File: config.mk
export PLATFORM = sky130hd
export DESIGN_NAME = uart_tx_serializer
export DESIGN_NICKNAME = d
export VERILOG_FILES = /design/src/rtl/uart_tx_serializer.sv
export SDC_FILE = /design/constraint.sdc
export NUM_CORES = 1
export LEC_CHECK = 0
export CAP_MARGIN = 15
export CORE_MARGIN = 2
export CORE_UTILIZATION = 50
export CTS_BUF_LIST = sky130_fd_sc_hd__clkbuf_8
export DETAILED_ROUTE_END_ITERATION = 10
export GPL_TIMING_DRIVEN = 0
export PLACE_DENSITY = 0.82
export SLEW_MARGIN = 20
export SYNTH_ARGS = -nofsm -noshare
export SYNTH_HDL_FRONTEND = slang
export SYNTH_SLANG_ARGS = --single-unit
File: constraint.sdc
create_clock -name clk -period 3.9 [get_ports clk]
set_clock_uncertainty 0.15 [all_clocks]
set_input_delay 0.78 -clock clk [delete_from_list [all_inputs] [get_ports clk]]
set_output_delay 0.78 -clock clk [all_outputs]
set_load 0.05 [all_outputs]
File: src/rtl/uart_tx_serializer.sv
// rtl/uart_tx_serializer.sv - 8N1 UART transmit serializer with valid/ready byte input
module uart_tx_serializer #(
    parameter int CLKS_PER_BIT = 16,
    parameter int DATA_BITS    = 8
) (
    input  logic                 clk,
    input  logic                 rst,
    input  logic                 tx_valid,
    input  logic [DATA_BITS-1:0] tx_data,
    output logic                 tx_ready,
    output logic                 tx,
    output logic                 busy,
    output logic                 done
);

    localparam int CNT_W = (CLKS_PER_BIT > 1) ? $clog2(CLKS_PER_BIT) : 1;
    localparam logic [CNT_W-1:0] CNT_LAST = CNT_W'(CLKS_PER_BIT - 1);
    localparam logic [2:0]       BIT_LAST = 3'(DATA_BITS - 1);

    typedef enum logic [1:0] {
        IDLE  = 2'd0,
        START = 2'd1,
        DATA  = 2'd2,
        STOP  = 2'd3
    } state_t;

    state_t               state;
    logic [DATA_BITS-1:0] shift_reg;
    logic [CNT_W-1:0]     clk_cnt;
    logic [2:0]           bit_cnt;

    // Ready depends only on registered state, never on tx_valid.
    assign tx_ready = (state == IDLE);

    always_ff @(posedge clk or negedge rst) begin
        if (!rst) begin
            state     <= IDLE;
            shift_reg <= '0;
            clk_cnt   <= '0;
            bit_cnt   <= '0;
            tx        <= 1'b1;
            busy      <= 1'b0;
            done      <= 1'b0;
        end else begin
            done <= 1'b0;
            case (state)
                IDLE: begin
                    tx <= 1'b1;
                    if (tx_valid) begin
                        shift_reg <= tx_data;
                        bit_cnt   <= '0;
                        clk_cnt   <= '0;
                        state     <= START;
                        tx        <= 1'b0;
                        busy      <= 1'b1;
                    end
                end
                START: begin
                    if (clk_cnt == CNT_LAST) begin
                        clk_cnt <= '0;
                        state   <= DATA;
                        tx      <= shift_reg[0];
                    end else begin
                        clk_cnt <= clk_cnt + 1'b1;
                    end
                end
                DATA: begin
                    if (clk_cnt == CNT_LAST) begin
                        clk_cnt <= '0;
                        if (bit_cnt == BIT_LAST) begin
                            state <= STOP;
                            tx    <= 1'b1;
                        end else begin
                            // tx takes the bit that becomes shift_reg[0] after this shift.
                            shift_reg <= {1'b0, shift_reg[DATA_BITS-1:1]};
                            tx        <= shift_reg[1];
                            bit_cnt   <= bit_cnt + 1'b1;
                        end
                    end else begin
                        clk_cnt <= clk_cnt + 1'b1;
                    end
                end
                STOP: begin
                    if (clk_cnt == CNT_LAST) begin
                        clk_cnt <= '0;
                        state   <= IDLE;
                        tx      <= 1'b1;
                        busy    <= 1'b0;
                        done    <= 1'b1;
                    end else begin
                        clk_cnt <= clk_cnt + 1'b1;
                    end
                end
                default: begin
                    state <= IDLE;
                    tx    <= 1'b1;
                    busy  <= 1'b0;
                end
            endcase
        end
    end

endmodule
== After elaboration in Yosys (flattened, before gate mapping) ==
Cells that the tools add are included.

* Mux-type cells: 28
* Order comparisons: 0
* Eq/ne operators: 11
* Shifts and indexed selects: 0
* Add/subtract/negate cells: 2
* $mul: 0
* Div/mod/pow operators: 0
* Reduce and logical (&&, ||, !) cells: 8
* Bitwise operators: 0

{| class="wikitable"
|+ Operator list
! cell !! number
|-
| 8-bit two-way mux || 3
|-
| 8-bit case mux with 2 select lines || 1
|-
| 2-bit inequality test, second input constant || 6
|-
| 2-bit two-way mux || 5
|-
| 1-bit two-way mux || 9
|-
| 3-bit two-way mux || 3
|-
| 4-bit two-way mux || 2
|-
| 2-bit case mux with 4 select lines || 1
|-
| 4-bit case mux with 2 select lines || 1
|-
| 3-bit case mux with 2 select lines || 1
|-
| 3-bit AND reduction || 2
|-
| 5-bit AND reduction || 1
|-
| 4-bit by 1-bit adder with 4-bit output, second input constant || 1
|-
| 2-bit equality test, second input constant || 2
|-
| 4-bit equality test, second input constant || 1
|-
| 1-bit case mux with 4 select lines || 1
|-
| 4-bit AND reduction || 1
|-
| 2-bit nonzero test || 2
|-
| 3-bit by 1-bit adder with 3-bit output, second input constant || 1
|-
| 3-bit equality test, second input constant || 1
|-
| 3-bit OR reduction || 1
|-
| 2-bit by 1-bit equality test with 1-bit output, second input constant || 1
|-
| 2-bit logical NOT || 1
|-
| 1-bit case mux with 2 select lines || 1
|}

* Memories kept: 0
* Latch bits: 0
* Register bits: 20
* Bits in read-only memories: 0
* Input bits: 11
* Logic and storage cells: 56
* RAM bits: 0

== Longest topological paths before layout ==
Gate-level depths: netlist (run 1).

* Depth after elaboration: 4
* Gate-level depth with buffers: 8
* Gate-level depth less buffers: 6

== Least setup slack after synthesis (run 1) ==
No wires, ideal clock.

* Kind: register -> register
* From: reg state[0]
* To: reg shift_reg[3]
* Arrival: 1.788 ns
* Stages on the path, launching flop included: 7
* Library setup time: 0.118 ns
* Path buffers: 1
* Path slack: 1.844 ns
* Required time: 3.632 ns
* Cell sequence: dfrtp_1 -> inv_1 -> ha_1 -> clkbuf_8 -> nor3b_1 -> o21ai_0 -> a21o_1

* Cells in the longest elaborated chain, start to end: 3
* Elaborated cells on any way between the ends: 8

{| class="wikitable"
|+ RTL lines
! item !! line !! source
|-
| from (decl) || 27 || <nowiki>state_t state;</nowiki>
|-
| from (signal assigned) || 37 || <nowiki>state <= IDLE;</nowiki>
|-
| from (signal assigned) || 53 || <nowiki>state <= START;</nowiki>
|-
| from (signal assigned) || 61 || <nowiki>state <= DATA;</nowiki>
|-
| 2-bit logical NOT * || n/a ||
|-
| net tx_ready || 10 || <nowiki>output logic tx_ready,</nowiki>
|-
| 2-bit inequality test (no line) / 2-bit nonzero test (equally long branches) || n/a ||
|-
| 4-bit AND reduction (no line) || n/a ||
|-
| to (signal assigned) || 50 || <nowiki>shift_reg <= tx_data;</nowiki>
|-
| to (signal assigned) || 75 || <nowiki>shift_reg <= {1'b0, shift_reg[DATA_BITS-1:1]};</nowiki>
|-
| to (decl) || 28 || <nowiki>logic [DATA_BITS-1:0] shift_reg;</nowiki>
|}

The timed path passes the listed nets; every way through them passes the cells marked *.
A chain may end at the register's enable or synchronous reset.

== Worst setup path after layout (run 1) ==
* From: reg state[0]
* To: out tx_ready

* Cells in the longest elaborated chain, start to end: 1

{| class="wikitable"
|+ RTL lines
! item !! line !! source
|-
| 2-bit logical NOT || 33 || <nowiki>assign tx_ready = (state == IDLE);</nowiki>
|-
| to (decl) || 10 ||
|}

Every way passes these cells.

==> results.yml, run 1 <==
power:
  static-leakage-power_uw: 0.000651
  netSwitchingFraction_pct: 43.0
  share_of_power_burned_in_the_clock_network_pct: 14.0
  power_switching_uw: 481
  power.combinational.fraction_pct: 53.6
  power.internal_uw: 638
  vdd.ir_drop.worst_v: 0.000432
  power.sequential.fraction_pct: 32.4
  power-per-cell-area_nw_per_um2: 773
clocking:
  cts.path.max_buffers: 2
  clock_insertion_delay_worst_skew_ns: 0.26
  tritoncts: "built"
  cts_setup_buffers: 0
  clock_sink_count: 20
  cts_inserted_buffers: 3
  cts.root.buffer_cell: "clkbuf_8"
  cts_htree_levels: 1
  number_of_buffers_inserted_for_hold_repair_after_clock_tree_synthesis: 0
  path_clk_slew_ns: 0.07
  cts_repair_resize_count: 0
setup_path:
  worst_r2r_startpoint: "state[0]"
  critical_path_cell_by_cell: "inv_1 > ha_1 > clkdlybuf4s50_1"
  slowest_delay_ns: 0.83
  cpMaxStageDelayCell: "clkdlybuf4s50_1"
  critical_path.startpoint_type: "register"
  worstPathRequired_ns: 2.97
  critical_path.max_fanout: 4
  crit_path_end_kind: "output pin"
  critical_path_launch_point: "state[0]"
  cp.arrival_ns: 1.85
  path_class: "reg -> out"
global_route:
  antenna_found_initial: 0
  grt_pass1_vias: 958
  grt_max_degree: 21
  global_route_wire_length_before_repair_um: 4420
  grt_use_total_pct: 21.4
  grt.overflow.total: 0
layout:
  flow.area_growth_from_synthesis_pct: 18.0
  most-common-layout-cells: "dfrtp_1 (19), clkdlybuf4s50_1 (13), nand2_1 (12), o21ai_0 (9), o22ai_1 (9)"
  nNetsFinal: 160
  antenna_cells_inserted: 0
  share_of_cells_above_drive_strength_1_pct: 16.3
  layout_commonest_cell: "dfrtp_1"
  fin_cells: 169
  largest_register_ff_count: 8
routing:
  drtIter0Drc: 20
  drt_first_pass_iters: 4
  drt.antenna.violating_nets: 0
  dr_drc_count: 0
  routed_via_density: 5.80
  finalWirelength_um: 2550
  wl_per_cell_um: 15.1
  vias_post_dr: 980
sta:
  setup_total_negative_slack_ns: 0
  slew_violations: 0
  achievable-frequency_mhz: 359
  final.min_clock_period_ns: 2.78
  finalHoldViolations: 0
  timing.max_slew.rel_slack_pct: 39.4
  grt_setup_unrepaired: "false"
  finalCritPeriodShare_pct: 71.4
  finalSetupViolCount: 0
  timing_worst_slew_pin_value_ns: 0.906
placed_design:
  placed_cells_incl_taps: 165
  gp_congestion: 0.802
  hpwl_detailed_um: 1850
  portBuffers: 13
yosys:
  ys_async_sr_fraction_pct: 100
  synth_top_area_share_pct: 38.8
  most_used_flip_flop_cell_after_synthesis: "dfrtp_1"
  number_of_nets_produced_by_synthesis: 142
  synth.yosys.seq_area_share_pct: 40.9
  synth.cell_area_um2: 1230
  post_synthesis_cell_type_count: 41
  ys.warnings.count: 0
  synth_edf_count: 0
  ys_seq_elements: 20
  yosysTopAreaCell: "dfrtp_1"
  synthTopCellsByArea: "dfrtp_1 (39%), ha_1 (7.1%), o22ai_1 (4.6%), o21ai_0 (3.7%), nand2_1 (3.7%)"
  syn-instance-count: 124
  synth.avg_cell_area_um2: 9.89
die:
  core_area_um2: 2280
  die_w_um: 53.5
  start_util_pct: 53.9
  floorplan.die_area_um2: 2860
  dieHeight_um: 53.5
  pin_count: 15
  placement_rows: 17
job:
  drv_cap: 0
worst_hold_path:
  startpoint_of_the_most_critical_hold_path: "shift_reg[3]"
  hold_removal_path_class: "reg -> reg"
outcome:
  status: "finished, final reports clean"
[path summary, 6_finish.rpt]
check | to | slack [ns] | cells past startpoint
setup reg to reg | shift_reg[3] | 1.94 | 7
min in group asynchronous | state[1] | 0.88 | 1
setup / recovery | tx_ready | 1.12 | 3
hold reg to reg | shift_reg[3] | 0.35 | 1
hold / removal | shift_reg[3] | 0.35 | 1
max in group asynchronous | shift_reg[5] | 2.16 | 1
[metal layers]
metal  wire [µm]  track usage, %
met5           0               0
met1        1180            28.7
met4          19            6.41
met2        1260            35.8
met3          86            2.54
[worst max-delay path: cells and delay by family, from the launching register on]
kind / cells / cell delay [ns]
adder cells (fa/ha/maj): 1 / 0.25
buffers and inverters: 2 / 0.93
flip-flops: 1 / 0.42
[stage by stage]
step           utilization [%]  hold slack [ns]  setup WS, ns  instance area (µm²)  total power, µW
5_1_grt                   63.6            0.375          1.03                 1450             1210
3_3_place_gp              61.1            0.313          1.44                 1390              926
6_report                  63.6            0.354          1.12                 1450             1120
4_1_cts                   63.6            0.359          1.11                 1450             1120
3_5_place_dp              61.1            0.342          1.40                 1390              957
2_1_floorplan                -            0.300          1.84                 1230              821
[layout make-up]
| class | instances | area (µm²) |
|---|---|---|
| fill | 194 | 830 |
| timing repair buffer | 13 | 130 |
| multi-input combinational | 91 | 637 |
| buffer | 7 | 65.1 |
| tap | 28 | 35.0 |
| sequential | 20 | 502 |
| clock buffer | 4 | 55.1 |
| inverter | 6 | 22.5 |
[power groups by stage]
stage	Clock, µW	Sequential (µW)	Combinational (µW)
6_report	157	362	599
5_1_grt	171	373	667
4_1_cts	159	360	599
3_5_place_dp	0	364	593
3_3_place_gp	0	358	568
2_1_floorplan	0	369	451
[cells in the mapped netlist (2+ instances only)]
cell type and count:
a211oi_1 2, ha_1 7, nor2_1 7, nor2_2 2, nand3_1 5, o22ai_1 9, inv_1 6, nand4_1 2
buf_2 2, dfrtp_1 19, nand2b_1 2, a21oi_1 6, o21ai_0 9, nor3_1 3, buf_6 3, nand2_1 12
a21o_1 4
[logic make-up after synthesis]
kind of cell	synth area share, %
AO/OA/AOI/OAI	20.9
XOR/XNOR	0.714
multiplexers	2.04
AND/OR/NAND/NOR	21.1
adder cells (fa/ha/maj)	7.14
flip-flops	40.9
buffers and inverters	7.14
Note: power is estimated with default switching activity, not from simulation.
==> inputs of run 2 (changes only) <==
- clock period: 3.9 -> 2.7 ns (I/O delays scaled with it)
==> results of run 2 <==
Same layout as run 1 (identical final DEF). Status: finished, final reports clean.
Main changes from that run: setup slack after placement 1.40 ns -> 0.440 ns; setup slack after layout 1.12 ns -> 0.157 ns; register-to-register setup slack 1.94 ns -> 0.74 ns; total power 1120 µW -> 1620 µW; worst IR drop on VDD 0.000432 V -> 0.000624 V
==> inputs of run 3 (changes only) <==
- GPL_ROUTABILITY_DRIVEN: default -> 0
==> results of run 3 <==
Same layout as run 1 (identical final DEF). Status: finished, final reports clean.
Main changes from that run: setup slack after placement 1.40 ns -> 0.440 ns; setup slack after layout 1.12 ns -> 0.157 ns; register-to-register setup slack 1.94 ns -> 0.74 ns; total power 1120 µW -> 1620 µW; worst IR drop on VDD 0.000432 V -> 0.000624 V
